==> config.mk <==
export PLATFORM = sky130hd
export DESIGN_NAME = ws_output_collector
export DESIGN_NICKNAME = d
export VERILOG_FILES = /design/src/rtl/ws_pkg.sv /design/src/rtl/ws_row_fifo.sv /design/src/rtl/ws_output_collector.sv
export SDC_FILE = /design/constraint.sdc
export NUM_CORES = 1
export LEC_CHECK = 0
export CAP_MARGIN = 20
export CORE_ASPECT_RATIO = 0.75
export CORE_UTILIZATION = 50
export CTS_BUF_LIST = sky130_fd_sc_hd__clkbuf_4 sky130_fd_sc_hd__clkbuf_8
export CTS_CLUSTER_DIAMETER = 40
export DETAILED_ROUTE_END_ITERATION = 7
export GPL_TIMING_DRIVEN = 0
export PLACE_DENSITY = 0.78
export SYNTH_ARGS = -nofsm -noshare
export SYNTH_HDL_FRONTEND = slang
export SYNTH_SLANG_ARGS = --single-unit
==> constraint.sdc <==
create_clock -name clk -period 4.1 [get_ports clk]
set_input_delay 0.82 -clock clk [delete_from_list [all_inputs] [get_ports clk]]
set_output_delay 0.82 -clock clk [all_outputs]
set_load 0.02 [all_outputs]
==> src/rtl/ws_pkg.sv <==
// Shared constants and types for the weight-stationary systolic array slice.
package ws_pkg;

  localparam int WS_NUM_COLS   = 4;
  localparam int WS_DATA_WIDTH = 8;

  function automatic int ws_psum_width(input int data_width);
    return 2 * data_width;
  endfunction

  localparam int WS_PSUM_WIDTH = ws_psum_width(WS_DATA_WIDTH);

  // One aligned output row; element 0 is column 1.
  typedef logic [WS_NUM_COLS-1:0][WS_PSUM_WIDTH-1:0] ws_row_t;

endpackage

==> src/rtl/ws_row_fifo.sv <==
// Parameterised synchronous FIFO with registered write and head-of-queue read.
// Push while full is refused unless a pop happens in the same cycle.
module ws_row_fifo #(
  parameter int WIDTH = 64,
  parameter int DEPTH = 4
) (
  input  logic                   clk,
  input  logic                   rst,
  input  logic                   clear,
  input  logic                   push,
  input  logic                   pop,
  input  logic [WIDTH-1:0]       wdata,
  output logic [WIDTH-1:0]       rdata,
  output logic                   full,
  output logic                   empty,
  output logic [$clog2(DEPTH):0] count
);

  localparam int AW = $clog2(DEPTH);
  localparam int CW = AW + 1;
  localparam logic [AW-1:0] PTR_ONE  = AW'(1);
  localparam logic [CW-1:0] CNT_ONE  = CW'(1);
  localparam logic [CW-1:0] CNT_FULL = CW'(DEPTH);

  logic [WIDTH-1:0] mem_q [DEPTH];
  logic [AW-1:0]    wr_ptr_q;
  logic [AW-1:0]    rd_ptr_q;
  logic [CW-1:0]    count_q;
  logic             pop_ok;
  logic             push_ok;

  assign full    = (count_q == CNT_FULL);
  assign empty   = (count_q == '0);
  assign count   = count_q;
  assign pop_ok  = pop && !empty;
  assign push_ok = push && (!full || pop_ok);

  // NOTE: sequential state uses non-blocking (<=) so every register samples
  // the pre-edge values of its neighbours, independent of statement order.
  always_ff @(posedge clk or posedge rst) begin
    if (rst) begin
      wr_ptr_q <= '0;
      rd_ptr_q <= '0;
      count_q  <= '0;
    end else if (clear) begin
      wr_ptr_q <= '0;
      rd_ptr_q <= '0;
      count_q  <= '0;
    end else begin
      if (push_ok) wr_ptr_q <= wr_ptr_q + PTR_ONE;
      if (pop_ok)  rd_ptr_q <= rd_ptr_q + PTR_ONE;
      if (push_ok && !pop_ok)      count_q <= count_q + CNT_ONE;
      else if (!push_ok && pop_ok) count_q <= count_q - CNT_ONE;
    end
  end

  // NOTE: storage is deliberately not reset; entries are only visible through
  // the count, and rdata is forced to zero while empty.
  always_ff @(posedge clk) begin
    if (push_ok && !clear) mem_q[wr_ptr_q] <= wdata;
  end

  assign rdata = empty ? '0 : mem_q[rd_ptr_q];

endmodule

==> src/rtl/ws_output_collector.sv <==
// Realigns the staggered column psums of the 4x4 WS array into rows and queues them.
// Optional sticky drop flag o_overflow is built when WS_COLLECT_OVF_EN is defined.
module ws_output_collector
  import ws_pkg::*;
#(
  parameter int DATA_WIDTH = 8,
  parameter int BASE_LAT   = 4,
  parameter int FIFO_DEPTH = 4
) (
  input  logic                    clk,
  input  logic                    rst,
  input  logic                    i_clear,
  input  logic                    i_vec_valid,
  input  logic [2*DATA_WIDTH-1:0] i_p_col_1,
  input  logic [2*DATA_WIDTH-1:0] i_p_col_2,
  input  logic [2*DATA_WIDTH-1:0] i_p_col_3,
  input  logic [2*DATA_WIDTH-1:0] i_p_col_4,
  output logic                    o_valid,
  input  logic                    i_ready,
  output logic [8*DATA_WIDTH-1:0] o_row
`ifdef WS_COLLECT_OVF_EN
  ,
  output logic                    o_overflow
`endif
);

  localparam int PSUM_W  = ws_psum_width(DATA_WIDTH);
  localparam int TAG_LEN = BASE_LAT + WS_NUM_COLS - 1;
  localparam int ROW_W   = WS_NUM_COLS * PSUM_W;
  localparam int CNT_W   = $clog2(FIFO_DEPTH) + 1;

  logic [TAG_LEN-1:0]                 tag_q;
  logic [2:0][PSUM_W-1:0]             col1_q;
  logic [1:0][PSUM_W-1:0]             col2_q;
  logic [PSUM_W-1:0]                  col3_q;
  logic [WS_NUM_COLS-1:0][PSUM_W-1:0] row_aligned;
  logic                               push;
  logic                               pop;
  logic                               drop;
  logic                               fifo_full;
  logic                               fifo_empty;
  logic [CNT_W-1:0]                   fifo_count;
  logic [ROW_W-1:0]                   fifo_rdata;
  logic                               unused_sink;

  always_ff @(posedge clk or posedge rst) begin
    if (rst)          tag_q <= '0;
    else if (i_clear) tag_q <= '0;
    else              tag_q <= {tag_q[TAG_LEN-2:0], i_vec_valid};
  end

  // Deskew triangle: column c waits 4-c cycles so all columns meet at the last tag stage.
  always_ff @(posedge clk or posedge rst) begin
    if (rst) begin
      col1_q <= '0;
      col2_q <= '0;
      col3_q <= '0;
    end else begin
      col1_q <= {col1_q[1:0], i_p_col_1};
      col2_q <= {col2_q[0], i_p_col_2};
      col3_q <= i_p_col_3;
    end
  end

  assign row_aligned = {i_p_col_4, col3_q, col2_q[1], col1_q[2]};
  assign push        = tag_q[TAG_LEN-1];
  assign o_valid     = !fifo_empty;
  assign pop         = o_valid && i_ready;
  assign drop        = push && fifo_full && !pop;
  assign o_row       = fifo_rdata;

  ws_row_fifo #(
    .WIDTH (ROW_W),
    .DEPTH (FIFO_DEPTH)
  ) u_row_fifo (
    .clk   (clk),
    .rst   (rst),
    .clear (i_clear),
    .push  (push),
    .pop   (pop),
    .wdata (row_aligned),
    .rdata (fifo_rdata),
    .full  (fifo_full),
    .empty (fifo_empty),
    .count (fifo_count)
  );

`ifdef WS_COLLECT_OVF_EN
  logic ovf_q;

  always_ff @(posedge clk or posedge rst) begin
    if (rst)          ovf_q <= 1'b0;
    else if (i_clear) ovf_q <= 1'b0;
    else if (drop)    ovf_q <= 1'b1;
  end

  assign o_overflow  = ovf_q;
  assign unused_sink = ^fifo_count;
`else
  assign unused_sink = ^{drop, fifo_count};
`endif

endmodule

# After elaboration in Yosys (flattened, before gate mapping)
# Memory sizes are Yosys's and may differ from the RTL's.
# Index checks and enable logic that the tools add are counted.
# op_classes
add_sub_neg,4
eq_ne,1
n_mux,11
n_reduce_logical,16
# op_table
cell,count
64-bit 2-to-1 mux,1
3-bit 2-to-1 mux,3
2-bit 2-to-1 mux,4
7-bit 2-to-1 mux,1
1-bit logical AND,6
1-bit zero test,5
"2-bit by 1-bit adder with 2-bit output, second input constant",2
2-bit nonzero test,2
"3-bit by 1-bit adder with 3-bit output, second input constant",1
"3-bit equality test, second input constant",1
3-bit zero test,1
3-bit nonzero test,1
"3-bit by 1-bit subtractor with 3-bit output, second input constant",1
1-bit 2-to-1 mux,2
1-bit logical OR,1
# totals
ff_bits,110
ram_bits,256
output_inout_bits,65
word_cells,43
memories,1
# memory_table
memory,depth,word_bits,rd,rd_clocked_by_memory_dff,write_ports,line,text
u_row_fifo.mem_q,4,64,1,0,1,ws_row_fifo.sv:25,logic [WIDTH-1:0] mem_q [DEPTH];

# Longest topological paths before layout
# Gate-level depths: netlist of run 1.
# logic_depth
ltp_word,11
ltp_mapped,7

# By module
# From an unflattened synthesis of run 1, not the netlist that was laid out.
# hier_totals
hier_cells,582
hier_area_um2,12868.6
# modules_own_cells
module,n_inst,cells_per_inst,area_per_inst_um2,seq_area_each_um2
ws_row_fifo,1,469,10233.6,7862.5
ws_output_collector,1,113,2635.0,2577.5

# Worst setup path after synthesis of run 1
# OpenSTA, ideal clock, no wires.
# synth_path
path_type,in2reg
start,in i_ready
end,"mem u_row_fifo.mem_q[0][0], enable pin"
arrival_ns,2.921
path_slack_ns,0.750
stages,4
n_path_buf,1
path_cell_list,clkbuf_1 > nor4b_1 > nor3_1 > and2_1
# synth_via
elab_chain_len,7
# synth_rtl
element,line,text
from (decl),ws_output_collector.sv:19,"input logic i_ready,"
1-bit logical AND,ws_output_collector.sv:68,assign pop = o_valid && i_ready;
1-bit logical AND,ws_row_fifo.sv:35,assign pop_ok = pop && !empty;
1-bit logical OR,ws_row_fifo.sv:36,assign push_ok = push && (!full || pop_ok);
1-bit logical AND,ws_row_fifo.sv:36,
1-bit logical AND,ws_row_fifo.sv:60,if (push_ok && !clear) mem_q[wr_ptr_q] <= wdata;
1-bit 2-to-1 mux,ws_row_fifo.sv:60,
1-bit 2-to-1 mux (implied by the code),ws_row_fifo.sv:60,
to (decl),ws_row_fifo.sv:25,
# Every way passes these cells.

# Final worst setup path of run 1
# layout_path
start,reg u_row_fifo.count_q[0] (netlist: u_row_fifo.count[0])
end,out o_row[25]
# layout_via
elab_chain_len,2
# layout_rtl
element,line,text
from (decl),ws_row_fifo.sv:28,logic [CW-1:0] count_q;
from (signal assigned),ws_row_fifo.sv:52,if (push_ok && !pop_ok) count_q <= count_q + CNT_ONE;
from (signal assigned),ws_row_fifo.sv:53,else if (!push_ok && pop_ok) count_q <= count_q - CNT_ONE;
3-bit zero test,ws_row_fifo.sv:33,assign empty = (count_q == '0);
64-bit 2-to-1 mux,ws_row_fifo.sv:63,assign rdata = empty ? '0 : mem_q[rd_ptr_q];
to (decl),ws_output_collector.sv:20,output logic [8*DATA_WIDTH-1:0] o_row
# Every way passes these cells.

==> results of run 1 <==
==> registers in the layout, summed over array words and instances, names as in the netlist <==
register and flops:
col2_q 32, tag_q 7, u_row_fifo.wr_ptr_q 2, u_row_fifo.mem_q 256
u_row_fifo.rd_ptr_q 2, u_row_fifo.count 3, col1_q 48, col3_q 16
==> worst max-delay path: cells and delay by family, from the launching register on <==
kind | cells | cell delay (ns)
flops | 1 | 0.33
buf+inv | 4 | 1.48
simple gates | 2 | 0.40
==> cells by family after synthesis <==
logic type	Yosys count	share of synthesized area
compound gates	11	0.00622
xor+xnor	3	0.00204
fa+ha+maj	5	0.00544
buf+inv	32	0.0167
flops	366	0.811
mux	66	0.114
simple gates	94	0.0444
==> worst max-delay path by stage <==
stage / slack, ns / end / from
4_1_cts: 0.47 / o_row[25] / u_row_fifo.count[0]
5_1_grt: 0.35 / o_row[25] / u_row_fifo.count[0]
3_3_place_gp: -1.41 / col2_q[28] / rst
6_report: 0.52 / o_row[25] / u_row_fifo.count[0]
3_5_place_dp: 0.97 / u_row_fifo.mem_q[0][47] / i_clear
2_1_floorplan: 0.38 / col1_q[0] / rst
==> cells in the final DEF (no fill, tap or decap), types with 2 or more instances in the layout <==
| master | n |
|---|---|
| clkbuf_8 | 62 |
| nor2b_1 | 7 |
| nand3_1 | 2 |
| and2_1 | 64 |
| clkbuf_4 | 18 |
| buf_4 | 2 |
| inv_1 | 5 |
| a21oi_1 | 2 |
| mux2_1 | 2 |
| buf_2 | 12 |
| nor2_1 | 9 |
| mux4_2 | 63 |
| clkinv_2 | 6 |
| clkbuf_1 | 7 |
| buf_12 | 4 |
| dfrtp_1 | 110 |
| o21ai_0 | 2 |
| ha_1 | 4 |
| clkdlybuf4s50_1 | 132 |
| and2_4 | 4 |
| buf_16 | 5 |
| clkinv_1 | 7 |
| edfxtp_1 | 256 |
| xor2_1 | 2 |
| bufinv_16 | 4 |
==> layout make-up <==
type	count	area [sq um]
well taps	338	423
multi-input cells	179	2230
flip-flops and latches	366	10400
repair buffers	137	1460
clock buffers	80	988
plain buffers	26	193
inverters	6	27.5
fillers	1717	9140
diodes	1	2.50
clock inverters	18	184
==> stage by stage <==
stage	setup TNS, ns	total power [uW]
after floorplan	0	5730
after global placement	-362.81	6850
after detailed placement	0	6900
after CTS	0	10000
after global routing	0	10300
final	0	9890
==> metal layers <==
layer	track usage	up-vias	wire (microns)	part of all wire
li1	-	2638	-	-
met4	0.0449	2	272	0.012
met2	0.294	220	11300	0.48
met1	0.257	3158	10200	0.44
met3	0.0480	30	1590	0.068
met5	0	-	17	0.00073
==> power groups by stage <==
stage                     sequential (uW)  clock (uW)  combinational [uW]
after floorplan                      4140           0                1600
after global placement               4150           0                2710
after detailed placement             4150           0                2750
after CTS                            4080        3170                2760
after global routing                 4090        3330                2900
final                                4080        3090                2720
==> flow_summary_export.csv, run 1 <==
group,metric,value,unit
outcome,status,"finished clean",
worst_setup_path,critical_path.max_fanout,10,
worst_setup_path,reg2reg_slack,1.75,ns
worst_setup_path,arrival,2.76,ns
synthesis,syn-num-nets,651,
cts,cts_root_buf,"clkbuf_8",
floorplan,start_util,0.513,
drt,dr.first_iter.drc_count,346,
synthesis,avgSynthCellArea,22.3,sq um
worst_setup_path,rr_startpoint,"u_row_fifo.count[0]",
synthesis,synth_seq_cells,366,
layout,layout-drive-gt1-share,0.227,
synthesis,yosys_warnings,0,
synthesis,synthCells,577,
cts,post_cts_buffers,0,
power_and_ir_drop,swShare,0.275,
grt,grt_antenna_before_repair,1,
cts,clkLatencyLatePin,0.55,ns
sta,setup_viol,0,
synthesis,synth_edf_count,256,
layout,utilization,0.636,
cts,clock-sinks,366,
synthesis,synth.top_cell.area_share,0.597,
worst_setup_path,crit_required,3.28,ns
power_and_ir_drop,p_sw,2720,uW
min_path,worstHoldStart,"col2_q[9]",
synthesis,netlist_top_cells_count,"edfxtp_1, dfrtp_1, and2_1",
drt,num_vias,6048,
power_and_ir_drop,power_density,621,nW/um^2
power_and_ir_drop,pwr-share-clk,0.312,
floorplan,num_io_pins,134,
worst_setup_path,endpoint_kind,"primary output",
layout,fin_nets,843,
worst_setup_path,crit_chain,"buf_2 > or3_1 > buf_2 > clkbuf_1 > and2_1 > clkdlybuf4s50_1",
synthesis,ys_seq_area_frac,0.811,
place,io_buffers,132,
worst_setup_path,critPathLaunchType,"flip-flop",
grt,grt_pass1_wl,36700,microns
drt,dr.pass1.iters,4,
synthesis,async_flop_share,0.301,
place,place_inst,1052,
cts,postCtsHoldBufs,0,
worst_setup_path,cp_common_cell,"buf_2",
sta,slew_headroom,0.474,
min_path,hold_class,"reg2reg",
sta,finalCritPeriodShare,0.873,
power_and_ir_drop,combinationalPowerShare,0.275,
grt,gr-total-overflow,0,
synthesis,ys.flop_type,"edfxtp_1",
grt,grt_pass1_vias,6684,
min_path,min_to,"col2_q[25]",
synthesis,synth.area.top_cells,"edfxtp_1, dfrtp_1, mux4_2",
floorplan,core_area,25100,sq um
sta,fin_ws,0.521,ns
layout,stdcell_area,15900,sq um
sta,worst_hold_slack,0.346,ns
cts,cts_max_level,2,
place,place_congestion,0.768,
sta,worst_slew_pin_slew,0.788,ns
power_and_ir_drop,power.internal,7170,uW
cts,cts_max_path_buffers,3,
sta,finalHoldViolCount,0,
cts,clk_pin_slew_worst_paths,0.07,ns
worst_setup_path,cpMaxStageDelayCell,"clkdlybuf4s50_1",
floorplan,fp.dieH,141,microns
power_and_ir_drop,p_leak,0.00557,uW
worst_setup_path,cpPeakStageDelay,0.63,ns
min_path,holdPathStages,0,
sta,max_freq,0.279,GHz
sta,fin_crit,3.58,ns
synthesis,synthMostInstantiatedCell,"edfxtp_1",
power_and_ir_drop,power.share.sequential,0.412,
worst_setup_path,crit_type,"reg2out",
worst_setup_path,r2r-end,"u_row_fifo.count[2]",
floorplan,die-width,187,microns
cts,postCtsResizedCells,0,
synthesis,syn_area,12900,sq um
power_and_ir_drop,max-vdd-ir-drop,0.328,mV
synthesis,yosysUniqueCellTypes,36,
synthesis,synth_top_cell_by_area,"edfxtp_1",
place,post-dp-hpwl,13800,microns
place,post-place-ws,0.973,ns
sta,clock_skew,0.0115,ns
place,placed_area,14800,sq um
cts,numCtsBuffers,53,
floorplan,rows,50,
layout,stdcell_count,1151,
cts,tritoncts,"built",
drt,routed_via_density,5.25,
sta,rsz0062_at_grt,"false",
flow_run,cap_viol_max_count,0,
drt,wl_per_cell,20.3,microns
drt,wl,23400,microns
drt,drc,0,
sta,slew_viol_final,0,
floorplan,dieArea,26400,sq um
grt,grt_max_degree,57,
drt,route.antenna.remaining_nets,0,
worst_setup_path,r2r.worst_path.cells,7,
grt,groute.usage.overall,0.184,
layout,syn2layout_area_growth,23.9,%
No activity file was read; power rests on OpenSTA's default activity.
==> run 2: changes to the inputs <==
--- a/config.mk
+++ b/config.mk
@@ -6,13 +6,15 @@
 export NUM_CORES = 1
 export LEC_CHECK = 0
 export CAP_MARGIN = 20
+export CELL_PAD_IN_SITES_DETAIL_PLACEMENT = 1
+export CELL_PAD_IN_SITES_GLOBAL_PLACEMENT = 1
 export CORE_ASPECT_RATIO = 0.75
 export CORE_UTILIZATION = 50
 export CTS_BUF_LIST = sky130_fd_sc_hd__clkbuf_4 sky130_fd_sc_hd__clkbuf_8
 export CTS_CLUSTER_DIAMETER = 40
 export DETAILED_ROUTE_END_ITERATION = 7
 export GPL_TIMING_DRIVEN = 0
-export PLACE_DENSITY = 0.78
+export PLACE_DENSITY = 0.86
 export SYNTH_ARGS = -nofsm -noshare
 export SYNTH_HDL_FRONTEND = slang
 export SYNTH_SLANG_ARGS = --single-unit
==> run 2 against run 1 <==
Wire length up 10%. Clock skew increased by 0.0079 ns. Clock power is 6% lower. Largest cell class unchanged. Critical path type unchanged. Via count up 1.4%. Power decreased by 1.6%. Global-route usage increased by 2.0 points.
==> flow_summary_export.csv, run 2 (same netlist as run 1, synthesis figures left out) <==
group,metric,value,unit
worst_setup_path,crit_required,3.28,ns
sta,worst_slew_pin_slew,0.706,ns
min_path,worstHoldStart,"col1_q[24]",
power_and_ir_drop,combinationalPowerShare,0.281,
layout,layout-drive-gt1-share,0.227,
worst_setup_path,critPathLaunchType,"flip-flop",
grt,grt_pass1_vias,6971,
sta,slew_headroom,0.529,
sta,finalHoldViolCount,0,
grt,grt_max_degree,77,
power_and_ir_drop,p_sw,2780,uW
sta,finalSetupTns,0,ns
cts,numCtsBuffers,54,
cts,cts_max_level,2,
cts,cts_root_buf,"clkbuf_8",
power_and_ir_drop,power.share.sequential,0.420,
grt,grt-busiest-layer,"met2",
power_and_ir_drop,power_density,614,nW/um^2
layout,syn2layout_area_growth,23.2,%
worst_setup_path,critPathTopFamily,"buffers and inverters",
worst_setup_path,endpoint_kind,"primary output",
grt,grt_pass1_wl,40000,microns
sta,clock_skew,0.0193,ns
layout,fin_nets,844,
sta,max_freq,0.278,GHz
drt,wl,25800,microns
grt,use_met2,0.345,
layout,utilization,0.632,
sta,setup_viol,0,
place,post-place-ws,0.854,ns
drt,dr.pass1.iters,4,
worst_setup_path,path_buf_inv,4,
grt,use_met1,0.268,
min_path,hold_class,"reg2reg",
power_and_ir_drop,p_leak,0.00553,uW
flow_run,cap_viol_max_count,0,
floorplan,num_io_pins,134,
cts,postCtsHoldBufs,0,
power_and_ir_drop,max-vdd-ir-drop,0.377,mV
floorplan,dieArea,26400,sq um
drt,dr.first_iter.drc_count,351,
sta,finalCritPeriodShare,0.879,
place,io_buffers,132,
worst_setup_path,critPathLaunch,"u_row_fifo.count[0]",
worst_setup_path,crit_chain,"buf_2 > or3_1 > buf_2 > clkbuf_1 > and2_1 > clkdlybuf4s50_1",
layout,top_regs,"u_row_fifo.mem_q x256, col1_q x48, col2_q x32",
place,post-dp-hpwl,16100,microns
drt,num_vias,6130,
drt,route.antenna.remaining_nets,0,
layout,mostFrequentLayoutCells,"edfxtp_1, clkdlybuf4s50_1, dfrtp_1",
worst_setup_path,cp_common_cell,"buf_2",
floorplan,start_util,0.513,
grt,grt_antenna_before_repair,1,
sta,worst_hold_slack,0.347,ns
grt,groute.usage.overall,0.204,
drt,routed_via_density,5.31,
power_and_ir_drop,swShare,0.285,
drt,drc,0,
grt,globalRouteMet3Util,0.0466,
floorplan,core_area,25100,sq um
floorplan,die-width,187,microns
sta,slew_viol_final,0,
floorplan,rows,50,
layout,fillers,2065,
worst_setup_path,cpMaxStageDelayCell,"clkdlybuf4s50_1",
power_and_ir_drop,power.internal,6960,uW
grt,gr-total-overflow,0,
drt,wl_per_cell,22.3,microns
sta,fin_ws,0.497,ns
cts,clkLatencyLatePin,0.57,ns
sta,fin_crit,3.60,ns
cts,cts_max_path_buffers,3,
cts,clock-sinks,366,
cts,post_cts_buffers,0,
cts,postCtsResizedCells,0,
sta,rsz0062_at_grt,"false",
worst_setup_path,arrival,2.78,ns
floorplan,fp.dieH,141,microns
worst_setup_path,cpPeakStageDelay,0.62,ns
power_and_ir_drop,pwr-share-clk,0.299,
cts,tritoncts,"built",
worst_setup_path,crit_type,"reg2out",
worst_setup_path,critical_path.max_fanout,10,
layout,largest_register_ff_count,256,
cts,clk_pin_slew_worst_paths,0.07,ns
place,place_congestion,0.786,
worst_setup_path,rr_startpoint,"u_row_fifo.count[0]",
outcome,status,"finished clean",
layout,top_register,"u_row_fifo.mem_q",
layout,final_common_cell,"edfxtp_1",
## run 2: changes by cell type in the layout (fill, tap and decap cells not counted)
cell,before,now
clkbuf_4,18,19
buf_16,5,2
clkinv_2,6,8
clkinv_1,7,10
clkbuf_8,62,63
buf_12,4,7
bufinv_16,4,0
inv_6,1,2
## run 2: routing by layer
metal,vias to the layer above,part of all wire
met4,0,0.021
li1,2635,-
met3,54,0.063
met2,213,0.51
met5,-,0
met1,3228,0.41
## run 2: power by group through the flow
stage	clock network [uW]	logic, uW	registers, uW
3_3_place_gp	0	2710	4150
3_5_place_dp	0	2780	4160
5_1_grt	3130	2920	4090
6_report	2910	2740	4080
2_1_floorplan	0	1600	4140
4_1_cts	3000	2800	4090
## run 2: final timing paths
check	endpoint	slack (ns)	cells after the start
max	o_row[34]	0.50	6
min	col1_q[40]	0.35	0
max reg2reg	u_row_fifo.count[2]	1.65	7
min reg2reg	col1_q[40]	0.35	0
max in group asynchronous	col1_q[45]	2.76	3
min in group asynchronous	col2_q[13]	0.62	2
## run 2: final cells by class
| type | instances | area [sq um] | area share |
|---|---|---|---|
| clock buffer | 82 | 1010 | 0.0637 |
| buffer | 26 | 193 | 0.0122 |
| tap | 338 | 423 | 0.0267 |
| multi-input combinational | 179 | 2230 | 0.140 |
| sequential | 366 | 10400 | 0.659 |
| clock inverter | 20 | 93.8 | 0.00592 |
| antenna | 1 | 2.50 | 0.000158 |
| inverter | 6 | 27.5 | 0.00174 |
| timing repair buffer | 137 | 1440 | 0.0906 |
## run 2: stage by stage
step                area (sq um)  total power [uW]  instances
floorplan                  12900              5730        577
finish                     15900              9730       1155
CTS                        15800              9890       1154
global placement           14600              6860       1047
global route               15800             10100       1154
detailed placement         14700              6940       1052
